File: src/rtl/freq_meter_pkg.sv
// Shared types, default sizing and a width helper for the frequency meter.
package freq_meter_pkg;

  typedef enum logic [1:0] {
    IDLE    = 2'd0,
    MEASURE = 2'd1,
    HOLD    = 2'd2
  } state_t;

  // Smallest w >= 1 with 2**w >= n, i.e. wide enough to count 0 .. n-1.
  function automatic int clog2_w(input longint unsigned n);
    int w;
    w = 1;
    for (int i = 62; i >= 1; i--) begin
      if ((64'd1 << i) >= n) w = i;
    end
    return w;
  endfunction

  localparam int DEF_GATE_CYCLES = 100_000_000;
  localparam int DEF_GATE_W      = clog2_w(longint'(DEF_GATE_CYCLES));
  localparam int DEF_CNT_W       = 27;

endpackage

File: src/rtl/freq_meter_if.sv
// Start request plus result handshake between the frequency meter and its consumer.
interface freq_meter_if
  import freq_meter_pkg::*;
#(
  parameter int CNT_W = DEF_CNT_W
) ();

  logic             start;
  logic [CNT_W-1:0] meas_freq;
  logic             meas_valid;
  logic             meas_ready;
  logic             overflow;
  logic             busy;

  modport master (
    input  start, meas_ready,
    output meas_freq, meas_valid, overflow, busy
  );

  modport slave (
    output start, meas_ready,
    input  meas_freq, meas_valid, overflow, busy
  );

endinterface

File: src/rtl/freq_meter_sync_edge_det.sv
// Two-flop synchronizer followed by a one-cycle rising-edge pulse; reusable for buttons.
module sync_edge_det (
  input  logic clk_in,
  input  logic rst,
  input  logic din,
  output logic rise
);

  logic sync1_reg;
  logic sync2_reg;
  logic prev_reg;

  always_ff @(posedge clk_in) begin
    if (rst) begin
      sync1_reg <= 1'b0;
      sync2_reg <= 1'b0;
      prev_reg  <= 1'b0;
    end else begin
      sync1_reg <= din;
      sync2_reg <= sync1_reg;
      prev_reg  <= sync2_reg;
    end
  end

  assign rise = sync2_reg & ~prev_reg;

endmodule

File: src/rtl/freq_meter.sv
// Counts rising edges of an asynchronous input over a fixed gate window and
// hands each count to the consumer through a valid/ready handshake.
module freq_meter
  import freq_meter_pkg::*;
#(
  parameter int GATE_CYCLES = DEF_GATE_CYCLES,
  parameter int GATE_W      = DEF_GATE_W,
  parameter int CNT_W       = DEF_CNT_W,
  parameter int CONTINUOUS  = 0
) (
  input  logic          clk_in,
  input  logic          rst,
  input  logic          sig_in,
  freq_meter_if.master  bus
);

  localparam logic [GATE_W-1:0] GATE_LAST = GATE_W'(GATE_CYCLES - 1);
  localparam logic [CNT_W-1:0]  CNT_MAX   = '1;

  state_t            state_reg, state_next;
  logic [GATE_W-1:0] gate_cnt_reg, gate_cnt_next;
  logic [CNT_W-1:0]  edge_cnt_reg, edge_cnt_next;
  logic              ovf_reg, ovf_next;
  logic [CNT_W-1:0]  meas_freq_reg, meas_freq_next;
  logic              overflow_reg, overflow_next;
  logic [CNT_W-1:0]  edge_cnt_inc;
  logic              ovf_inc;
  logic              rise;
  logic              auto_start;

  assign auto_start = (CONTINUOUS != 0);

  sync_edge_det u_sync (
    .clk_in (clk_in),
    .rst    (rst),
    .din    (sig_in),
    .rise   (rise)
  );

  // Saturating edge count; edges beyond the maximum only raise the sticky ovf.
  always_comb begin
    edge_cnt_inc = edge_cnt_reg;
    ovf_inc      = ovf_reg;
    if (rise) begin
      if (edge_cnt_reg == CNT_MAX) ovf_inc = 1'b1;
      else                         edge_cnt_inc = edge_cnt_reg + 1'b1;
    end
  end

  always_ff @(posedge clk_in) begin
    if (rst) begin
      state_reg     <= IDLE;
      gate_cnt_reg  <= '0;
      edge_cnt_reg  <= '0;
      ovf_reg       <= 1'b0;
      meas_freq_reg <= '0;
      overflow_reg  <= 1'b0;
    end else begin
      state_reg     <= state_next;
      gate_cnt_reg  <= gate_cnt_next;
      edge_cnt_reg  <= edge_cnt_next;
      ovf_reg       <= ovf_next;
      meas_freq_reg <= meas_freq_next;
      overflow_reg  <= overflow_next;
    end
  end

  // Counters sit at zero outside MEASURE, so every window starts clean.
  always_comb begin
    state_next     = state_reg;
    gate_cnt_next  = '0;
    edge_cnt_next  = '0;
    ovf_next       = 1'b0;
    meas_freq_next = meas_freq_reg;
    overflow_next  = overflow_reg;
    unique case (state_reg)
      IDLE: begin
        if (bus.start || auto_start) state_next = MEASURE;
      end
      MEASURE: begin
        if (gate_cnt_reg == GATE_LAST) begin
          meas_freq_next = edge_cnt_inc;
          overflow_next  = ovf_inc;
          state_next     = HOLD;
        end else begin
          gate_cnt_next = gate_cnt_reg + 1'b1;
          edge_cnt_next = edge_cnt_inc;
          ovf_next      = ovf_inc;
        end
      end
      HOLD: begin
        if (bus.meas_ready) state_next = auto_start ? MEASURE : IDLE;
      end
      default: state_next = IDLE;
    endcase
  end

  assign bus.meas_freq  = meas_freq_reg;
  assign bus.meas_valid = (state_reg == HOLD);
  assign bus.overflow   = overflow_reg;
  assign bus.busy       = (state_reg == MEASURE);

endmodule

File: src/flat_wrapper.sv
// flat-port wrapper written by rule: the top's interface ports become plain ports
module freq_meter_flat import freq_meter_pkg::*;
#(
  parameter int GATE_CYCLES = DEF_GATE_CYCLES,
  parameter int GATE_W      = DEF_GATE_W,
  parameter int CNT_W       = DEF_CNT_W,
  parameter int CONTINUOUS  = 0
)
  (clk_in, rst, sig_in, bus_start, bus_meas_ready, bus_meas_freq, bus_meas_valid, bus_overflow, bus_busy);
  freq_meter_if #(.CNT_W(CNT_W)) bus_i ();
  input  logic clk_in;
  input  logic rst;
  input  logic sig_in;
  input wire logic [$bits(bus_i.start)-1:0] bus_start;
  input wire logic [$bits(bus_i.meas_ready)-1:0] bus_meas_ready;
  output wire logic [$bits(bus_i.meas_freq)-1:0] bus_meas_freq;
  output wire logic [$bits(bus_i.meas_valid)-1:0] bus_meas_valid;
  output wire logic [$bits(bus_i.overflow)-1:0] bus_overflow;
  output wire logic [$bits(bus_i.busy)-1:0] bus_busy;
  assign bus_i.start = bus_start;
  assign bus_i.meas_ready = bus_meas_ready;
  assign bus_meas_freq = bus_i.meas_freq;
  assign bus_meas_valid = bus_i.meas_valid;
  assign bus_overflow = bus_i.overflow;
  assign bus_busy = bus_i.busy;
  freq_meter #(.GATE_CYCLES(GATE_CYCLES), .GATE_W(GATE_W), .CNT_W(CNT_W), .CONTINUOUS(CONTINUOUS)) u_core (.clk_in(clk_in), .rst(rst), .sig_in(sig_in), .bus(bus_i));
endmodule
File: config.mk
export PLATFORM = sky130hd
export DESIGN_NAME = freq_meter_flat
export DESIGN_NICKNAME = d
export VERILOG_FILES = /design/src/rtl/freq_meter_pkg.sv /design/src/rtl/freq_meter_if.sv /design/src/rtl/freq_meter_sync_edge_det.sv /design/src/rtl/freq_meter.sv /design/src/flat_wrapper.sv
export SDC_FILE = /design/constraint.sdc
export NUM_CORES = 1
export LEC_CHECK = 0
export ABC_AREA = 1
export CAP_MARGIN = 20
export CORE_MARGIN = 3
export CORE_UTILIZATION = 55
export CTS_CLUSTER_DIAMETER = 120
export CTS_CLUSTER_SIZE = 25
export DETAILED_ROUTE_END_ITERATION = 16
export PLACE_DENSITY = 0.72
export SLEW_MARGIN = 20
export SYNTH_ARGS = -nofsm -noshare
export SYNTH_HDL_FRONTEND = slang
export SYNTH_SLANG_ARGS = --single-unit
File: constraint.sdc
create_clock -name clk_in -period 2.01 [get_ports clk_in]
set_input_delay 0.402 -clock clk_in [delete_from_list [all_inputs] [get_ports clk_in]]
set_output_delay 0.402 -clock clk_in [all_outputs]
set_load 0.1 [all_outputs]
# After elaboration in Yosys (flattened, before gate mapping)
# Cells that the tools add are included.
[word_totals]
reg_bits = 88
out_inout_bits = 30
[op_classes]
n_eq_ne = 7
bitwise = 3
n_mux = 8
n_reduce_logical = 4
add_sub_neg = 2
[op_table]
columns = ["cell", "n"]
rows = [
  ["27-bit by 1-bit adder with 27-bit output, second input constant", 2],
  ["27-bit == test, second input constant", 2],
  ["27-bit two-way mux", 2],
  ["2-bit two-way mux", 3],
  ["2-bit case mux with 3 select lines", 1],
  ["2-bit != test, second input constant", 2],
  ["3-bit AND reduction", 1],
  ["3-bit OR reduction", 1],
  ["2-bit by 1-bit == test with 1-bit output, second input constant", 1],
  ["2-bit == test, second input constant", 1],
  ["2-bit zero test", 1],
  ["1-bit two-way mux", 2],
  ["2-bit by 1-bit != test with 1-bit output, second input constant", 1],
  ["1-bit inverter", 2],
  ["2-bit AND reduction", 1],
  ["1-bit AND", 1],
]

# Logic depth before layout (Yosys ltp)
[depth]
depth_word = 3
depth_mapped = 12

# Cells and area by module
# From an unflattened synthesis, not the netlist that was laid out.
[hier_totals]
hier_cells = 702
area_unflattened_um2 = 4665.7
[by_module_without_submodules]
columns = ["module", "cells_each", "n_inst", "area_each_um2"]
rows = [
  ["freq_meter", 692, 1, 4579.4],
  ["sync_edge_det", 10, 1, 86.3],
]

# Least setup slack after synthesis
# OpenSTA, ideal clock, no wires.
[synth_path]
path_type = "reg2reg"
start = "register u_core.state_reg[0]"
end = "register u_core.gate_cnt_reg[12]"
required_ns = 1.930
synth_period_minus_slack_ns = 2.635
setup_time_ns = 0.080
stages_incl_launch_ff = 6
t_arrival_ns = 2.555
setup_slack_ns = -0.625
path_buffers = 1
path_cell_list = "dfxtp_1 -> inv_1 -> nor2_1 -> nand3_1 -> buf_2 -> nor3b_1"
[synth_via]
elab_chain_len = 3
[synth_lines]
columns = ["element", "line_no", "rtl"]
rows = [
  ["from (decl)", "freq_meter.sv:20", "state_t state_reg, state_next;"],
  ["from (signal assigned)", "freq_meter.sv:59", "state_reg <= state_next;"],
  ["2-bit by 1-bit == test with 1-bit output", "-", ""],
  ["named net bus_busy", "flat_wrapper.sv:19", "output wire logic [$bits(bus_i.busy)-1:0] bus_busy;"],
  ["1-bit inverter (no line)", "-", ""],
  ["3-bit OR reduction (no line)", "-", ""],
  ["to (signal assigned)", "freq_meter.sv:60", "gate_cnt_reg <= gate_cnt_next;"],
  ["to (decl)", "freq_meter.sv:21", "logic [GATE_W-1:0] gate_cnt_reg, gate_cnt_next;"],
]
# The timed path passes the listed nets, and every way through them passes these cells.
# A chain may end at the register's enable or synchronous reset.

# Worst setup path in the final report
[layout_path]
start = "register u_core.edge_cnt_reg[2]"
end = "register u_core.meas_freq_reg[19], in the netlist u_core.bus.meas_freq[19]"
[layout_via]
elab_chain_len = 3
elab_cells_between_ends = 4
classes_between = "add/sub: 1; eq/ne: 1; mux: 2"
[layout_lines]
columns = ["element", "line_no", "rtl"]
rows = [
  ["from (decl)", "freq_meter.sv:22", "logic [CNT_W-1:0] edge_cnt_reg, edge_cnt_next;"],
  ["from (signal assigned)", "freq_meter.sv:61", "edge_cnt_reg <= edge_cnt_next;"],
  ["27-bit by 1-bit adder with 27-bit output or 27-bit == test (tied branches)", "freq_meter.sv:46, freq_meter.sv:45", ""],
  ["27-bit two-way mux (*)", "freq_meter.sv:45", "if (edge_cnt_reg == CNT_MAX) ovf_inc = 1'b1;"],
  ["27-bit two-way mux (*)", "freq_meter.sv:44", "if (rise) begin"],
  ["to (signal assigned)", "freq_meter.sv:63", "meas_freq_reg <= meas_freq_next;"],
  ["to (decl)", "freq_meter.sv:24", "logic [CNT_W-1:0] meas_freq_reg, meas_freq_next;"],
]
# Every way passes the cells marked *; elsewhere a longest branch is shown, timed or not.

==> results.json <==
{
  "maxSlewHeadroom_pct": 50.3,
  "status": "finished, final reports clean",
  "cp.arrival_ns": 2.15,
  "grt_pass1_wl_um": 17700,
  "cts_sinks": 88,
  "hold_viol": 0,
  "wl_per_cell_um": 12.6,
  "cts_tree": "done",
  "final_common_cell": "nand2_1",
  "synth.avg_cell_area_um2": 6.76,
  "io_pins": 35,
  "diodes": 0,
  "dieArea_um2": 9530,
  "synth-adder-area-share_pct": 0.542,
  "ys_ff_latch": 88,
  "yosysTopAreaCell": "dfxtp_1",
  "skew_ns": 0.0131,
  "num_vias": 4285,
  "fin_crit_sh_pct": 93.3,
  "rows": 32,
  "ys_warn_count": 0,
  "synth-xor-area-share_pct": 3.04,
  "fin_setup_tns_ns": 0,
  "drt-met1-wl_um": 5260,
  "cts_root_buf": "clkbuf_8",
  "antenna_found_initial": 0,
  "layout-area-overhead-vs-synth_pct": 15.6,
  "peakVddDrop_v": 0.000332,
  "syn_inst": 683,
  "met3_length_um": 456,
  "powerDensity_nw_per_um2": 577,
  "crit_required_ns": 2.28,
  "die_width_um": 97.6,
  "hold_path_class": "reg2reg",
  "leakagePower_nw": 2.15,
  "syn_nets": 690,
  "cts_buffer_depth": 2,
  "drv_cap": 0,
  "overflow": 0,
  "final_layout_size_suffix_gt1_share_pct": 16.7,
  "drt_iter0_drc": 220,
  "clk_pin_slew_ns": 0.10,
  "routed_wirelength_um": 10500,
  "yosys.area_share.simple_pct": 37.9,
  "grt_max_degree": 30,
  "end_kind": "flop",
  "drv_slew": 0,
  "dp_hpwl_um": 7630,
  "synth_top_area_share_pct": 38.2,
  "grt.total_usage_pct": 22.1,
  "dieHeight_um": 97.6,
  "core_um2": 7930,
  "muxShareOfSynthArea_pct": 0,
  "ys_seq_area_share_pct": 38.2,
  "htreeDepth": 3,
  "setup_viol": 0,
  "cp_max_fo": 6,
  "synth_top_family_by_area": "simple AND/OR/NAND/NOR gates",
  "p_total_mw": 3.08,
  "met2_length_um": 4640,
  "synth_compound_area_share_pct": 8.76,
  "critical_path_class": "reg2reg",
  "worst_pin_slew_ns": 0.742,
  "drc_errors": 0,
  "insertion_delay_ns": 0.37,
  "nNetsFinal": 734,
  "fmax_mhz": 533,
  "syn_area_um2": 4620,
  "firstDrtPassIters": 4,
  "grt_pass1_vias": 3844,
  "critPathLaunchType": "flop",
  "drtAntennaViolNets": 0,
  "placement.io_buffers": 34,
  "netlist-cell-type-count": 35,
  "initial_utilization_pct": 58.2,
  "routed.top_layer": "met4",
  "period_minus_slack_ns": 1.88,
  "post_drt_via_cell_ratio": 5.14,
  "cts_buffers": 9,
  "place.gp.congestion": 0.915,
  "most-common-layout-cells": "nand2_1 (163), inv_1 (112), dfxtp_1 (86)",
  "ys_top_cells_by_area": "dfxtp_1 (38%), nand2_1 (13%), inv_1 (9.1%), nor2_1 (6.3%), nand3_1 (6.3%)"
}
worst max-delay path, stage by stage (launching register included):
cell      delay (ns)
dfxtp_1         0.46
nand3_1         0.19
nor2_2          0.28
nand3b_1        0.20
nor2_1          0.25
nand3_1         0.12
nand2_1         0.09
nand3_1         0.09
nand2_1         0.07
inv_1           0.03
synth_stat cells (all sizes together):
cell,count
ha,2
xor2,9
a21oi,57
dfxtp,88
nor4,1
inv,113
nand2,170
clkinv,1
a31oi,1
o21ai,15
buf,14
nand3,71
nand4,16
nor3b,4
nor3,12
nand3b,2
clkbuf,4
nor2,86
xnor2,7
or2,10
kinds of logic after synthesis:
kind of cell / count (synthesis)
AOI/OAI and AO/OA: 73
DFF: 88
buffers and inverters: 132
and+or+nand+nor: 372
xor gates and xnor gates: 16
adders and majority gates: 2
final cells by class:
class	instances	area [um^2]
timing repair buffer	50	455
sequential	88	1760
inverter	114	428
clock inverter	6	55.1
fill	720	2590
clock buffer	10	138
tap	102	128
multi-input combinational	464	2370
path summary, 6_finish.rpt:
kind                                      endpoint  depth (start not counted)                          startpoint  slack [ns]
min reg2reg     u_core.u_sync.sync2_reg$_SDFF_PP0_                          2  u_core.u_sync.sync1_reg$_SDFF_PP0_        0.42
max          u_core.bus.meas_freq[19]$_SDFFE_PP0P_                          9   u_core.edge_cnt_reg[2]$_SDFF_PP0_        0.13
max reg2reg  u_core.bus.meas_freq[19]$_SDFFE_PP0P_                          9   u_core.edge_cnt_reg[2]$_SDFF_PP0_        0.13
min             u_core.u_sync.sync2_reg$_SDFF_PP0_                          2  u_core.u_sync.sync1_reg$_SDFF_PP0_        0.42
power breakdown:
| group | switching, mW | internal (mW) |
|---|---|---|
| Combinational | 0.0673 | 0.0305 |
| Sequential | 0.00397 | 1.75 |
| Clock | 0.715 | 0.515 |
| Total | 0.786 | 2.29 |
routing by layer:
metal,track usage (%),vias to the layer above
met5,0,-
met4,6.92,0
met3,4.02,11
met2,35.1,102
met1,30.5,1937
li1,-,2235
through the flow:
| stage | cells | utilization, % | hold WS (ns) | area [um^2] | setup slack, ns |
|---|---|---|---|---|---|
| 2_1_floorplan | 683 | - | 0.388 | 4630 | 0.311 |
| 3_3_place_gp | 813 | 63.9 | 0.394 | 5070 | 0.155 |
| 3_5_place_dp | 813 | 63.9 | 0.398 | 5070 | 0.100 |
| 4_1_cts | 829 | 66.4 | 0.420 | 5260 | 0.0735 |
| 5_1_grt | 834 | 67.3 | 0.430 | 5340 | -0.0133 |
| 6_report | 834 | 67.3 | 0.418 | 5340 | 0.135 |
repair_timing:
action / CTS / global route
endpoints found under the setup margin: 0 / 32
hold buffers: 0 / 0
buffers inserted: 0 / 4
resized for setup: 0 / 9
No activity file was read; power rests on OpenSTA's default activity.
